[src/rtl/mips_multicycle_ctrl_if.sv]
// Control bundle between the multicycle MIPS controller and its datapath.
// The master view belongs to the controller and the slave view to the datapath.
interface mips_multicycle_ctrl_if;
    logic [5:0] opcode;
    logic [5:0] funct;
    logic       zero;
    logic       memReady;

    logic       pcWrite;
    logic       iorD;
    logic       memRead;
    logic       memWrite;
    logic       irWrite;
    logic       memToReg;
    logic       regDst;
    logic       regWrite;
    logic       aluSrcA;
    logic [1:0] aluSrcB;
    logic [1:0] pcSource;
    logic [3:0] aluCtr;
    logic [3:0] state;
    logic       illegal;
    logic       memTimeout;

    modport master (
        input  opcode, funct, zero, memReady,
        output pcWrite, iorD, memRead, memWrite, irWrite, memToReg, regDst,
               regWrite, aluSrcA, aluSrcB, pcSource, aluCtr, state,
               illegal, memTimeout
    );

    modport slave (
        output opcode, funct, zero, memReady,
        input  pcWrite, iorD, memRead, memWrite, irWrite, memToReg, regDst,
               regWrite, aluSrcA, aluSrcB, pcSource, aluCtr, state,
               illegal, memTimeout
    );
endinterface

[src/rtl/mips_multicycle_ctrl.sv]
// Multicycle MIPS control FSM: fetch/decode/execute/memory/writeback with memory wait timeout.
// Optional macro IMM_ALU_EN adds addi/andi/ori/slti through states I_EXEC(10) and I_WB(11).
module mips_multicycle_ctrl #(
    parameter int MEM_TIMEOUT = 255
) (
    input  logic                         clk,
    input  logic                         rst_n,
    mips_multicycle_ctrl_if.master       bus
);

    localparam logic [5:0] OP_RTYPE = 6'b000000;
    localparam logic [5:0] OP_LW    = 6'b100011;
    localparam logic [5:0] OP_SW    = 6'b101011;
    localparam logic [5:0] OP_BEQ   = 6'b000100;
    localparam logic [5:0] OP_J     = 6'b000010;
`ifdef IMM_ALU_EN
    localparam logic [5:0] OP_ADDI  = 6'b001000;
    localparam logic [5:0] OP_ANDI  = 6'b001100;
    localparam logic [5:0] OP_ORI   = 6'b001101;
    localparam logic [5:0] OP_SLTI  = 6'b001010;
`endif

    localparam logic [3:0] ALU_ADD = 4'b0010;
    localparam logic [3:0] ALU_SUB = 4'b0110;
    localparam logic [3:0] ALU_AND = 4'b0000;
    localparam logic [3:0] ALU_OR  = 4'b0001;
    localparam logic [3:0] ALU_SLT = 4'b0111;

    // The counter holds completed wait cycles; it never needs to exceed MEM_TIMEOUT-1.
    localparam int            CW         = (MEM_TIMEOUT > 1) ? $clog2(MEM_TIMEOUT) : 1;
    localparam logic [CW-1:0] WAIT_LIMIT = CW'((MEM_TIMEOUT > 0) ? MEM_TIMEOUT - 1 : 0);
    localparam logic          TIMEOUT_EN = (MEM_TIMEOUT != 0);

    typedef enum logic [3:0] {
        S_FETCH    = 4'd0,
        S_DECODE   = 4'd1,
        S_MEM_ADDR = 4'd2,
        S_MEM_RD   = 4'd3,
        S_MEM_WB   = 4'd4,
        S_MEM_WR   = 4'd5,
        S_R_EXEC   = 4'd6,
        S_R_WB     = 4'd7,
        S_BRANCH   = 4'd8,
        S_JUMP     = 4'd9
`ifdef IMM_ALU_EN
        ,
        S_I_EXEC   = 4'd10,
        S_I_WB     = 4'd11
`endif
    } state_t;

    state_t        state_reg, state_next;
    logic [CW-1:0] wait_cnt_reg, wait_cnt_next;
    logic          illegal_reg, timeout_reg;
    logic          set_illegal;
    logic          wait_state;
    logic          timeout_hit;

    logic [3:0]    r_alu_ctr;
    logic          r_known;
`ifdef IMM_ALU_EN
    logic [3:0]    i_alu_ctr;
`endif

    logic          pc_write, ior_d, mem_read, mem_write, ir_write;
    logic          mem_to_reg, reg_dst, reg_write, alu_src_a;
    logic [1:0]    alu_src_b, pc_source;
    logic [3:0]    alu_ctr;

    always_comb begin
        r_alu_ctr = ALU_ADD;
        r_known   = 1'b1;
        case (bus.funct)
            6'b100000: r_alu_ctr = ALU_ADD;
            6'b100010: r_alu_ctr = ALU_SUB;
            6'b100100: r_alu_ctr = ALU_AND;
            6'b100101: r_alu_ctr = ALU_OR;
            6'b101010: r_alu_ctr = ALU_SLT;
            default:   r_known   = 1'b0;
        endcase
    end

`ifdef IMM_ALU_EN
    always_comb begin
        i_alu_ctr = ALU_ADD;
        case (bus.opcode)
            OP_ANDI: i_alu_ctr = ALU_AND;
            OP_ORI:  i_alu_ctr = ALU_OR;
            OP_SLTI: i_alu_ctr = ALU_SLT;
            default: i_alu_ctr = ALU_ADD;
        endcase
    end
`endif

    // A timeout fires on the MEM_TIMEOUT-th consecutive not-ready cycle of a wait state.
    assign wait_state  = (state_reg == S_FETCH) || (state_reg == S_MEM_RD) ||
                         (state_reg == S_MEM_WR);
    assign timeout_hit = TIMEOUT_EN && wait_state && !bus.memReady &&
                         (wait_cnt_reg == WAIT_LIMIT);

    always_comb begin
        state_next  = state_reg;
        set_illegal = 1'b0;
        pc_write    = 1'b0;
        ior_d       = 1'b0;
        mem_read    = 1'b0;
        mem_write   = 1'b0;
        ir_write    = 1'b0;
        mem_to_reg  = 1'b0;
        reg_dst     = 1'b0;
        reg_write   = 1'b0;
        alu_src_a   = 1'b0;
        alu_src_b   = 2'b00;
        pc_source   = 2'b00;
        alu_ctr     = ALU_ADD;

        case (state_reg)
            S_FETCH: begin
                mem_read  = 1'b1;
                alu_src_b = 2'b01;
                ir_write  = bus.memReady;
                pc_write  = bus.memReady;
                if (bus.memReady) state_next = S_DECODE;
            end
            S_DECODE: begin
                alu_src_b = 2'b11;
                case (bus.opcode)
                    OP_LW, OP_SW: state_next = S_MEM_ADDR;
                    OP_RTYPE:     state_next = S_R_EXEC;
                    OP_BEQ:       state_next = S_BRANCH;
                    OP_J:         state_next = S_JUMP;
`ifdef IMM_ALU_EN
                    OP_ADDI, OP_ANDI, OP_ORI, OP_SLTI: state_next = S_I_EXEC;
`endif
                    default: begin
                        set_illegal = 1'b1;
                        state_next  = S_FETCH;
                    end
                endcase
            end
            S_MEM_ADDR: begin
                alu_src_a  = 1'b1;
                alu_src_b  = 2'b10;
                state_next = (bus.opcode == OP_LW) ? S_MEM_RD : S_MEM_WR;
            end
            S_MEM_RD: begin
                mem_read = 1'b1;
                ior_d    = 1'b1;
                if (bus.memReady)  state_next = S_MEM_WB;
                else if (timeout_hit) state_next = S_FETCH;
            end
            S_MEM_WB: begin
                reg_write  = 1'b1;
                mem_to_reg = 1'b1;
                state_next = S_FETCH;
            end
            S_MEM_WR: begin
                mem_write = 1'b1;
                ior_d     = 1'b1;
                if (bus.memReady || timeout_hit) state_next = S_FETCH;
            end
            S_R_EXEC: begin
                alu_src_a = 1'b1;
                alu_ctr   = r_alu_ctr;
                if (r_known) begin
                    state_next = S_R_WB;
                end else begin
                    set_illegal = 1'b1;
                    state_next  = S_FETCH;
                end
            end
            S_R_WB: begin
                reg_write  = 1'b1;
                reg_dst    = 1'b1;
                alu_ctr    = r_alu_ctr;
                state_next = S_FETCH;
            end
            S_BRANCH: begin
                alu_src_a  = 1'b1;
                alu_ctr    = ALU_SUB;
                pc_source  = 2'b01;
                pc_write   = bus.zero;
                state_next = S_FETCH;
            end
            S_JUMP: begin
                pc_write   = 1'b1;
                pc_source  = 2'b10;
                state_next = S_FETCH;
            end
`ifdef IMM_ALU_EN
            S_I_EXEC: begin
                alu_src_a  = 1'b1;
                alu_src_b  = 2'b10;
                alu_ctr    = i_alu_ctr;
                state_next = S_I_WB;
            end
            S_I_WB: begin
                reg_write  = 1'b1;
                state_next = S_FETCH;
            end
`endif
            default: state_next = S_FETCH;
        endcase

        // Keep the datapath quiet while reset is held, whatever the state decode says.
        if (!rst_n) begin
            pc_write   = 1'b0;
            ior_d      = 1'b0;
            mem_read   = 1'b0;
            mem_write  = 1'b0;
            ir_write   = 1'b0;
            mem_to_reg = 1'b0;
            reg_dst    = 1'b0;
            reg_write  = 1'b0;
            alu_src_a  = 1'b0;
            alu_src_b  = 2'b00;
            pc_source  = 2'b00;
            alu_ctr    = ALU_ADD;
        end
    end

    always_comb begin
        if (timeout_hit || bus.memReady || !wait_state || (state_next != state_reg))
            wait_cnt_next = '0;
        else
            wait_cnt_next = wait_cnt_reg + 1'b1;
    end

    always_ff @(posedge clk or negedge rst_n) begin
        if (!rst_n) begin
            state_reg    <= S_FETCH;
            wait_cnt_reg <= '0;
            illegal_reg  <= 1'b0;
            timeout_reg  <= 1'b0;
        end else begin
            state_reg    <= state_next;
            wait_cnt_reg <= wait_cnt_next;
            illegal_reg  <= illegal_reg | set_illegal;
            timeout_reg  <= timeout_reg | timeout_hit;
        end
    end

    assign bus.pcWrite    = pc_write;
    assign bus.iorD       = ior_d;
    assign bus.memRead    = mem_read;
    assign bus.memWrite   = mem_write;
    assign bus.irWrite    = ir_write;
    assign bus.memToReg   = mem_to_reg;
    assign bus.regDst     = reg_dst;
    assign bus.regWrite   = reg_write;
    assign bus.aluSrcA    = alu_src_a;
    assign bus.aluSrcB    = alu_src_b;
    assign bus.pcSource   = pc_source;
    assign bus.aluCtr     = alu_ctr;
    assign bus.state      = state_reg;
    assign bus.illegal    = illegal_reg;
    assign bus.memTimeout = timeout_reg;

endmodule

[src/flat_wrapper.sv]
// flat-port wrapper written by rule: the top's interface ports become plain ports
module mips_multicycle_ctrl_flat 
#(
    parameter int MEM_TIMEOUT = 255
)
  (clk, rst_n, bus_opcode, bus_funct, bus_zero, bus_memReady, bus_pcWrite, bus_iorD, bus_memRead, bus_memWrite, bus_irWrite, bus_memToReg, bus_regDst, bus_regWrite, bus_aluSrcA, bus_aluSrcB, bus_pcSource, bus_aluCtr, bus_state, bus_illegal, bus_memTimeout);
  mips_multicycle_ctrl_if bus_i ();
  input  logic clk;
  input  logic rst_n;
  input wire logic [$bits(bus_i.opcode)-1:0] bus_opcode;
  input wire logic [$bits(bus_i.funct)-1:0] bus_funct;
  input wire logic [$bits(bus_i.zero)-1:0] bus_zero;
  input wire logic [$bits(bus_i.memReady)-1:0] bus_memReady;
  output wire logic [$bits(bus_i.pcWrite)-1:0] bus_pcWrite;
  output wire logic [$bits(bus_i.iorD)-1:0] bus_iorD;
  output wire logic [$bits(bus_i.memRead)-1:0] bus_memRead;
  output wire logic [$bits(bus_i.memWrite)-1:0] bus_memWrite;
  output wire logic [$bits(bus_i.irWrite)-1:0] bus_irWrite;
  output wire logic [$bits(bus_i.memToReg)-1:0] bus_memToReg;
  output wire logic [$bits(bus_i.regDst)-1:0] bus_regDst;
  output wire logic [$bits(bus_i.regWrite)-1:0] bus_regWrite;
  output wire logic [$bits(bus_i.aluSrcA)-1:0] bus_aluSrcA;
  output wire logic [$bits(bus_i.aluSrcB)-1:0] bus_aluSrcB;
  output wire logic [$bits(bus_i.pcSource)-1:0] bus_pcSource;
  output wire logic [$bits(bus_i.aluCtr)-1:0] bus_aluCtr;
  output wire logic [$bits(bus_i.state)-1:0] bus_state;
  output wire logic [$bits(bus_i.illegal)-1:0] bus_illegal;
  output wire logic [$bits(bus_i.memTimeout)-1:0] bus_memTimeout;
  assign bus_i.opcode = bus_opcode;
  assign bus_i.funct = bus_funct;
  assign bus_i.zero = bus_zero;
  assign bus_i.memReady = bus_memReady;
  assign bus_pcWrite = bus_i.pcWrite;
  assign bus_iorD = bus_i.iorD;
  assign bus_memRead = bus_i.memRead;
  assign bus_memWrite = bus_i.memWrite;
  assign bus_irWrite = bus_i.irWrite;
  assign bus_memToReg = bus_i.memToReg;
  assign bus_regDst = bus_i.regDst;
  assign bus_regWrite = bus_i.regWrite;
  assign bus_aluSrcA = bus_i.aluSrcA;
  assign bus_aluSrcB = bus_i.aluSrcB;
  assign bus_pcSource = bus_i.pcSource;
  assign bus_aluCtr = bus_i.aluCtr;
  assign bus_state = bus_i.state;
  assign bus_illegal = bus_i.illegal;
  assign bus_memTimeout = bus_i.memTimeout;
  mips_multicycle_ctrl #(.MEM_TIMEOUT(MEM_TIMEOUT)) u_core (.clk(clk), .rst_n(rst_n), .bus(bus_i));
endmodule
[config.mk]
export PLATFORM = sky130hd
export DESIGN_NAME = mips_multicycle_ctrl_flat
export DESIGN_NICKNAME = d
export VERILOG_FILES = /design/src/rtl/mips_multicycle_ctrl_if.sv /design/src/rtl/mips_multicycle_ctrl.sv /design/src/flat_wrapper.sv
export SDC_FILE = /design/constraint.sdc
export NUM_CORES = 1
export LEC_CHECK = 0
export ABC_AREA = 1
export CAP_MARGIN = 20
export CELL_PAD_IN_SITES_DETAIL_PLACEMENT = 0
export CELL_PAD_IN_SITES_GLOBAL_PLACEMENT = 1
export CORE_ASPECT_RATIO = 2
export CORE_UTILIZATION = 31
export CTS_BUF_LIST = sky130_fd_sc_hd__clkbuf_4 sky130_fd_sc_hd__clkbuf_8
export CTS_CLUSTER_SIZE = 30
export DETAILED_ROUTE_END_ITERATION = 8
export GPL_TIMING_DRIVEN = 0
export PLACE_DENSITY = 0.8
export SLEW_MARGIN = 20
export SYNTH_ARGS = -nofsm -noshare
export SYNTH_HDL_FRONTEND = slang
export SYNTH_SLANG_ARGS = --single-unit
[constraint.sdc]
create_clock -name clk -period 1.8 [get_ports clk]
set_clock_uncertainty 0.2 [all_clocks]
set_input_delay 0.36 -clock clk [delete_from_list [all_inputs] [get_ports clk]]
set_output_delay 0.36 -clock clk [all_outputs]
set_load 0.05 [all_outputs]
# After elaboration in Yosys (flattened, before gate mapping)
# Index checks and enable logic that the tools add are counted.
# totals
out_inout_bits	23
reg_bits	14
# classes
muxes	38
bitwise	2
n_eq_ne	20
reduce_logical	19
n_addsub	1
# ops
operator	n
6-bit equality test, second input constant	7
4-bit case mux with 6 select lines	1
1-bit 2-to-1 mux	20
4-bit by 3-bit equality test with 1-bit output, second input constant	4
4-bit 2-to-1 mux	4
4-bit case mux with 4 select lines	1
3-bit case mux with 4 select lines	1
2-bit OR reduction	5
5-bit OR reduction	2
3-bit 2-to-1 mux	3
8-bit by 1-bit adder with 8-bit output, second input constant	1
4-bit by 2-bit equality test with 1-bit output, second input constant	2
4-bit equality test, second input constant	2
8-bit equality test, second input constant	1
8-bit 2-to-1 mux	1
6-bit by 2-bit equality test with 1-bit output, second input constant	1
6-bit by 3-bit equality test with 1-bit output, second input constant	1
6-bit logical NOT	1
2-bit case mux with 3 select lines	1
3-bit case mux with 2 select lines	1
1-bit logical OR	5
4-bit by 1-bit equality test with 1-bit output, second input constant	1
4-bit logical NOT	1
2-bit 2-to-1 mux	2
other kinds (8)	11

# Depth between registers and ports, before layout
# Gate-level depths: netlist of run 1.
# logic_depth
depth_word	11
ltp_mapped	7
ltp_nobuf	7

# Worst setup path before layout of run 1
# OpenSTA, ideal clock, no wires.
# synth_path
kind	reg-to-output
startpoint	register u_core.state_reg[1] (netlist: u_core.bus.state[1])
endpoint	output bus_pcSource[1]
arrival_time_ns	2.362
required_time_ns	1.240
path_slack_ns	-1.122
path_stages_with_launch	4
cell_sequence	dfrtp_1 inv_1 nand2_1 nor4_1
# synth_between
elab_chain_len	3
elab_cells_between_ends	4
cone_classes	eq/ne: 2; mux: 2
# synth_lines
element	line_no	text
from (decl)	mips_multicycle_ctrl.sv:52	state_t state_reg, state_next;
from (signal assigned)	mips_multicycle_ctrl.sv:236	state_reg <= state_next;
4-bit equality test	mips_multicycle_ctrl.sv:117	case (state_reg)
2-bit case mux with 2 select lines (*)	mips_multicycle_ctrl.sv:117	
2-bit 2-to-1 mux (*)	mips_multicycle_ctrl.sv:206	if (!rst_n) begin
to (decl)	flat_wrapper.sv:24	output wire logic [$bits(bus_i.pcSource)-1:0] bus_pcSource;
# Every way passes the cells marked *; elsewhere a longest branch is shown, timed or not.

# Worst setup path after layout of run 1
# layout_path
startpoint	register u_core.state_reg[3] (netlist: u_core.bus.state[3])
endpoint	output bus_aluCtr[1]
# layout_between
elab_chain_len	4
elab_cells_between_ends	6
cone_classes	eq/ne: 3; mux: 2; reduce/logical: 1
# layout_lines
element	line_no	text
4-bit by 3-bit equality test with 1-bit output	mips_multicycle_ctrl.sv:117	
2-bit OR reduction (no source line)	-	
3-bit case mux with 2 select lines (*)	mips_multicycle_ctrl.sv:117	
3-bit 2-to-1 mux (*)	mips_multicycle_ctrl.sv:206	
to (decl)	flat_wrapper.sv:25	output wire logic [$bits(bus_i.aluCtr)-1:0] bus_aluCtr;
# Marked as above.

==> impl_metrics.toml, run 1 <==
[final_layout]
multi_input_comb_area_um2 = 886
fin_cells = 263
layout-drive-gt1-share = 0.444
seq_area_um2 = 358
largest_reg_flops = 8
fin_util = 0.637
antennaDiodeCount = 0
layout.nets = 251
syn_to_final_growth_pct = 93.1
fillers = 291

[setup_path]
cp_cell_sequence = "inv_4 -> nand2_4 -> inv_4 -> nand2_8 -> nor2_4 -> buf_4 -> nand2_2 -> buf_6"
crit_required_ns = 1.24
crit_top_cell = "inv_4"
worstPathArrival_ns = 1.52
cp-end-kind = "output pin"
slowest_delay_ns = 0.44
crit_type = "reg2out"
worst_setup_path_start_kind = "flop"
critPathMaxFanout = 4
crit_slowest_cell = "dfrtp_2"

[floorplanning]
die_x_um = 43.4
core-area_um2 = 3230
die_area_um2 = 3690
boundaryPins = 39
start_util = 0.330
rows = 29
die_h_um = 84.9

[job]
maxCapViolations = 0

[power]
leakage_nw = 0.963
p_switching_mw = 0.329
ir_worst_vdd_v = 0.000599
p_clk_frac = 0.312
internal_power_mw = 0.657
power_density_nw_per_um2 = 480
power_switching_share = 0.334
power_frac_comb = 0.344
power_frac_seq = 0.344

[sta]
drv_slew = 0
final.setup.worst_slack_ns = -0.278
fin_crit_sh = 1.15
finalCriticalPeriod_ns = 2.08
hold_viol = 0
setup_viol = 16
rsz0062_at_grt = "true"
tightest_slew_ns = 0.637
max_slew_margin = 0.574
max_clock_freq_ghz = 0.481

[clock_tree]
tritoncts = "yes"
clk_latency_ns = 0.25
cts_buffers = 3
clockBufferDepth = 2
clk_pin_slew_ns = 0.06
cts_num_sinks = 14
htree_levels = 1
cts-root-buf = "clkbuf_8"

[placement]
place_inst = 237
dp_hpwl_mm = 2.52
globalplace.congestion = 0.752
dp_slack_ns = -1.78
io_buffers = 37

[synthesis]
yosysSeqAreaShare = 0.329
syn_area_um2 = 1060
syn_avg_cell_area_um2 = 6.30
yosys_register_bits = 14
synth_cells = 169
yosys_warnings = 0
synth_nets = 187
yosysUniqueCellTypes = 21
synth_edf_count = 0
synth-main-ff-cell = "dfrtp_1"
async_reset_ff_frac = 1.00

[detailed_routing]
route.vias.total = 1314
postRouteWirelength_mm = 3.31
wl_per_cell_um = 12.6
vias_per_cell = 5.00
postRouteAntennaNets = 0
drt_iter0_drc = 20
first_pass_iters = 6
drc_errors = 8

[global_route]
grt_usage = 0.182
grt_first_pass_wirelength_mm = 5.17
grt_pass1_vias = 1304
grt_max_degree = 15
grt_overflow = 0
antenna_found_initial = 0

[min_path]
hold_class = "reg2reg"

[outcome]
violations = "DRC, setup timing"
outcome = "finished with violations"
-- layer usage --
metal / up-vias / global-route usage / part of all wire
li1: 660 / - / -
met1: 618 / 0.159 / 0.32
met2: 32 / 0.402 / 0.63
met3: 4 / 0.0191 / 0.040
met4: 0 / 0.0256 / 0.0072
met5: - / 0 / 0
-- cell usage after synthesis (2+ instances only) --
cell type / count / area (um^2)
dfrtp_1: 14 / 350
nand4_1: 7 / 43.8
nand3_1: 16 / 80.1
a21oi_1: 6 / 30.0
ha_1: 2 / 25.0
o21ai_0: 2 / 10.0
nand2_1: 36 / 135
xor2_1: 4 / 35.0
nor3_1: 2 / 10.0
inv_1: 29 / 109
nor2_1: 38 / 143
nor2_2: 3 / 18.8
nand2_2: 2 / 12.5
-- cells in the final DEF (no fill, tap or decap), drive strengths merged, types with 2 or more instances in the layout --
cell           synthesis  final
nor3                   2      2
clkbuf                 1      6
nand4                  7      7
o21ai                  2      2
clkdlybuf4s50          0     10
dlygate4sd2            0      6
ha                     2      2
nor2                  41     41
inv                   29     29
dfrtp                 14     14
xor2                   4      4
a21oi                  6      6
buf                    1     40
nand2                 38     38
nand3                 17     17
-- logic make-up after synthesis --
group | share of synthesized area
adder cells (fa/ha/maj) | 0.0235
other | 0.00352
flip-flops | 0.329
XOR/XNOR | 0.0411
buffers and inverters | 0.113
AND/OR/NAND/NOR | 0.438
AO/OA/AOI/OAI | 0.0517
-- path summary, 6_finish.rpt --
kind	startpoint	endpoint	slack, ns	cells after the start
max in group asynchronous	rst_n	u_core.bus.state[1]	0.43	2
worst min register to register	u_core.bus.memTimeout	u_core.bus.memTimeout	0.26	2
worst max register to register	u_core.bus.state[1]	u_core.bus.state[0]	0.14	9
worst min-delay path	u_core.bus.memTimeout	u_core.bus.memTimeout	0.26	2
min in group asynchronous	rst_n	u_core.bus.memTimeout	0.50	2
worst max-delay path	u_core.bus.state[3]	bus_aluCtr[1]	-0.28	8
-- stage by stage --
| step | TNS [ns] | hold WS, ns | power (mW) | instance area (um^2) |
|---|---|---|---|---|
| detailed placement | -27.30 | 0.250 | 0.618 | 1680 |
| finish | -3.05 | 0.256 | 0.986 | 2060 |
| floorplan | -0.716 | -0.136 | 0.522 | 1270 |
| global placement | -26.87 | 0.251 | 0.615 | 1680 |
| global route | -3.86 | 0.309 | 1.03 | 2060 |
| CTS | -2.97 | 0.261 | 0.957 | 1940 |
-- power by group through the flow --
stage | logic, mW | clock network, mW | registers, mW
floorplan | 0.164 | 0 | 0.358
global placement | 0.269 | 0 | 0.346
detailed placement | 0.271 | 0 | 0.347
CTS | 0.301 | 0.315 | 0.341
global route | 0.362 | 0.322 | 0.341
finish | 0.339 | 0.308 | 0.339
-- final cells by class --
| cell class | count | area share |
|---|---|---|
| timing repair buffer | 59 | 0.281 |
| clock buffer | 4 | 0.0268 |
| tap | 31 | 0.0189 |
| sequential | 14 | 0.174 |
| multi-input combinational | 124 | 0.431 |
| inverter | 29 | 0.0578 |
| buffer | 2 | 0.0103 |
-- repair_timing --
item,CTS,global route
resized for setup,156,16
hold buffers,1,0
setup buffers,12,9
endpoints found under the setup margin,22,23
pin swaps,11,10
endpoints found under the hold margin,14,0
-- critical path, delay by kind of cell (launching register included) --
family / cells / cell delay, ns
and+or+nand+nor: 4 / 0.36
DFF: 1 / 0.44
buffers and inverters: 4 / 0.49
No activity file was read; power rests on OpenSTA's default activity.
==> inputs of run 2 (changes only) <==
--- a/config.mk
+++ b/config.mk
@@ -16,6 +16,8 @@
 export DETAILED_ROUTE_END_ITERATION = 8
 export GPL_TIMING_DRIVEN = 0
 export PLACE_DENSITY = 0.8
+export RECOVER_POWER = 50
+export SETUP_SLACK_MARGIN = 0.2
 export SLEW_MARGIN = 20
 export SYNTH_ARGS = -nofsm -noshare
 export SYNTH_HDL_FRONTEND = slang
==> run 2 against run 1 <==
  * Final cell count grew 2.3%
  * Sequential cell count is the same
  * Maximum frequency grew 0.11%
  * Non-clock buffer count grew 6
  * Core utilization grew 2.1 points
  * Wire length grew 10%
  * Clock-buffer cell count is the same
  * Power grew 3.8%
  * The run still ends with DRC, setup timing left
  * Setup slack gained 0.0022 ns
==> impl_metrics.toml, run 2 (synthesized netlist as in run 1, its figures left out) <==
[outcome]
outcome = "finished with violations"
violations = "DRC, setup timing"

[global_route]
grt_max_degree = 15
antenna_found_initial = 0
grt_overflow = 0
grt_usage = 0.213
grt_pass1_vias = 1422
grt_first_pass_wirelength_mm = 6.01

[final_layout]
final_cell_mix = "buf_4, nand2_1, inv_1"
multi_input_comb_area_um2 = 908
final_area_um2 = 2120
antennaDiodeCount = 0
final_common_cell = "buf_4"
syn_to_final_growth_pct = 99.3
fin_util = 0.657
layout-drive-gt1-share = 0.513
seq_area_um2 = 358
layout.nets = 257
fillers = 282
largest_reg_flops = 8

[job]
maxCapViolations = 0

[detailed_routing]
drt_iter0_drc = 19
postRouteWirelength_mm = 3.66
vias_per_cell = 5.03
postRouteAntennaNets = 0
wl_per_cell_um = 13.6
first_pass_iters = 5
drc_errors = 7
route.vias.total = 1354

[setup_path]
critPathMaxFanout = 5
worst_setup_path_start_kind = "flop"
worstPathArrival_ns = 1.52
cp-end-kind = "output pin"
reg2regPathDepth = 9
crit_required_ns = 1.24
crit_type = "reg2out"

[floorplanning]
die_x_um = 43.4
boundaryPins = 39
rows = 29
core-area_um2 = 3230
start_util = 0.330
die_area_um2 = 3690
die_h_um = 84.9

[power]
leakage_nw = 0.991
power_density_nw_per_um2 = 482
ir_worst_vdd_v = 0.000630

[sta]
tightest_slew_ns = 0.803
rsz0062_at_grt = "true"
final.setup.worst_slack_ns = -0.276
fin_tns_setup_ns = -2.96
setup_viol = 16
max_slew_margin = 0.465
drv_slew = 0
finalCriticalPeriod_ns = 2.08
max_clock_freq_ghz = 0.482
hold_viol = 0
fin_crit_sh = 1.15

[clock_tree]
clk_latency_ns = 0.24
clk_pin_slew_ns = 0.06
htree_levels = 1
cts_num_sinks = 14
tritoncts = "yes"
cts-root-buf = "clkbuf_8"
cts_buffers = 3
clockBufferDepth = 2

[placement]
dp_hpwl_mm = 2.60
globalplace.congestion = 0.792
io_buffers = 37
placed_cell_area_um2 = 1700

[min_path]
hold_class = "in2async"
## run 2: changes by cell type in the layout (fill, tap and decap cells not counted), moves of 2 or more
cell,previous run,this run
buf_8,3,7
nor2_1,22,16
buf_6,16,13
buf_4,20,26
nor2_2,7,13
nand2_2,5,8
clkdlybuf4s15_2,0,2
nand2_1,26,23
dlygate4sd2_1,6,3
buf_2,0,3
## run 2: final timing paths
| kind | startpoint | end | slack [ns] |
|---|---|---|---|
| setup / recovery | u_core.bus.state[1] | bus_pcWrite | -0.28 |
| hold / removal | rst_n | u_core.wait_cnt_reg[7] | 0.16 |
| setup reg to reg | u_core.bus.state[1] | u_core.wait_cnt_reg[2] | 0.06 |
| hold reg to reg | u_core.bus.memTimeout | u_core.bus.memTimeout | 0.29 |
| max in group asynchronous | rst_n | u_core.bus.state[1] | 0.66 |
| min in group clk | u_core.bus.memTimeout | u_core.bus.memTimeout | 0.29 |
## run 2: critical path, stage by stage, from the launching register on
cell	delay [ns]
dfrtp_4	0.53
nor2_4	0.13
inv_4	0.06
nor2_4	0.15
nand2_4	0.09
a21oi_4	0.14
buf_8	0.16
## run 2: layout make-up
type,count,share of cell area
multi-input combinational,124,0.428
timing repair buffer,65,0.292
sequential,14,0.169
inverter,29,0.0572
clock buffer,4,0.0259
tap,31,0.0183
buffer,2,0.0100
## run 2: per-stage QoR
step,power [mW],cells,setup WS (ns),hold slack [ns]
6_report,1.02,269,-0.276,0.157
5_1_grt,1.06,269,-0.331,0.244
4_1_cts,0.999,263,-0.255,0.289
3_5_place_dp,0.622,237,-1.67,0.273
3_3_place_gp,0.616,237,-1.63,0.251
2_1_floorplan,0.523,169,-0.0918,-0.136
## run 2: where the power goes
| part | switching [mW] | internal (mW) | total [mW] |
|---|---|---|---|
| Sequential | 0.0159 | 0.325 | 0.341 |
| Clock | 0.114 | 0.194 | 0.308 |
| Combinational | 0.214 | 0.161 | 0.375 |
| Total | 0.344 | 0.680 | 1.02 |
## run 2: routing by layer
layer  track usage  up-vias  part of all wire  wire [um]
li1              -      667                 -          -
met1         0.179      655              0.31       1140
met2         0.456       26              0.64       2340
met3        0.0255        6             0.032        117
met4        0.0710        0             0.016         57
met5             0        -                 0          0
## run 2: what timing repair did
| item | in CTS | in global routing |
|---|---|---|
| gates cloned | 0 | 0 |
| endpoints found under the hold margin | 14 | 0 |
| buffers inserted | 21 | 6 |
| hold buffers | 1 | 0 |
| resized for setup | 173 | 23 |
| setup endpoints to repair | 33 | 34 |
| pin swaps | 16 | 11 |
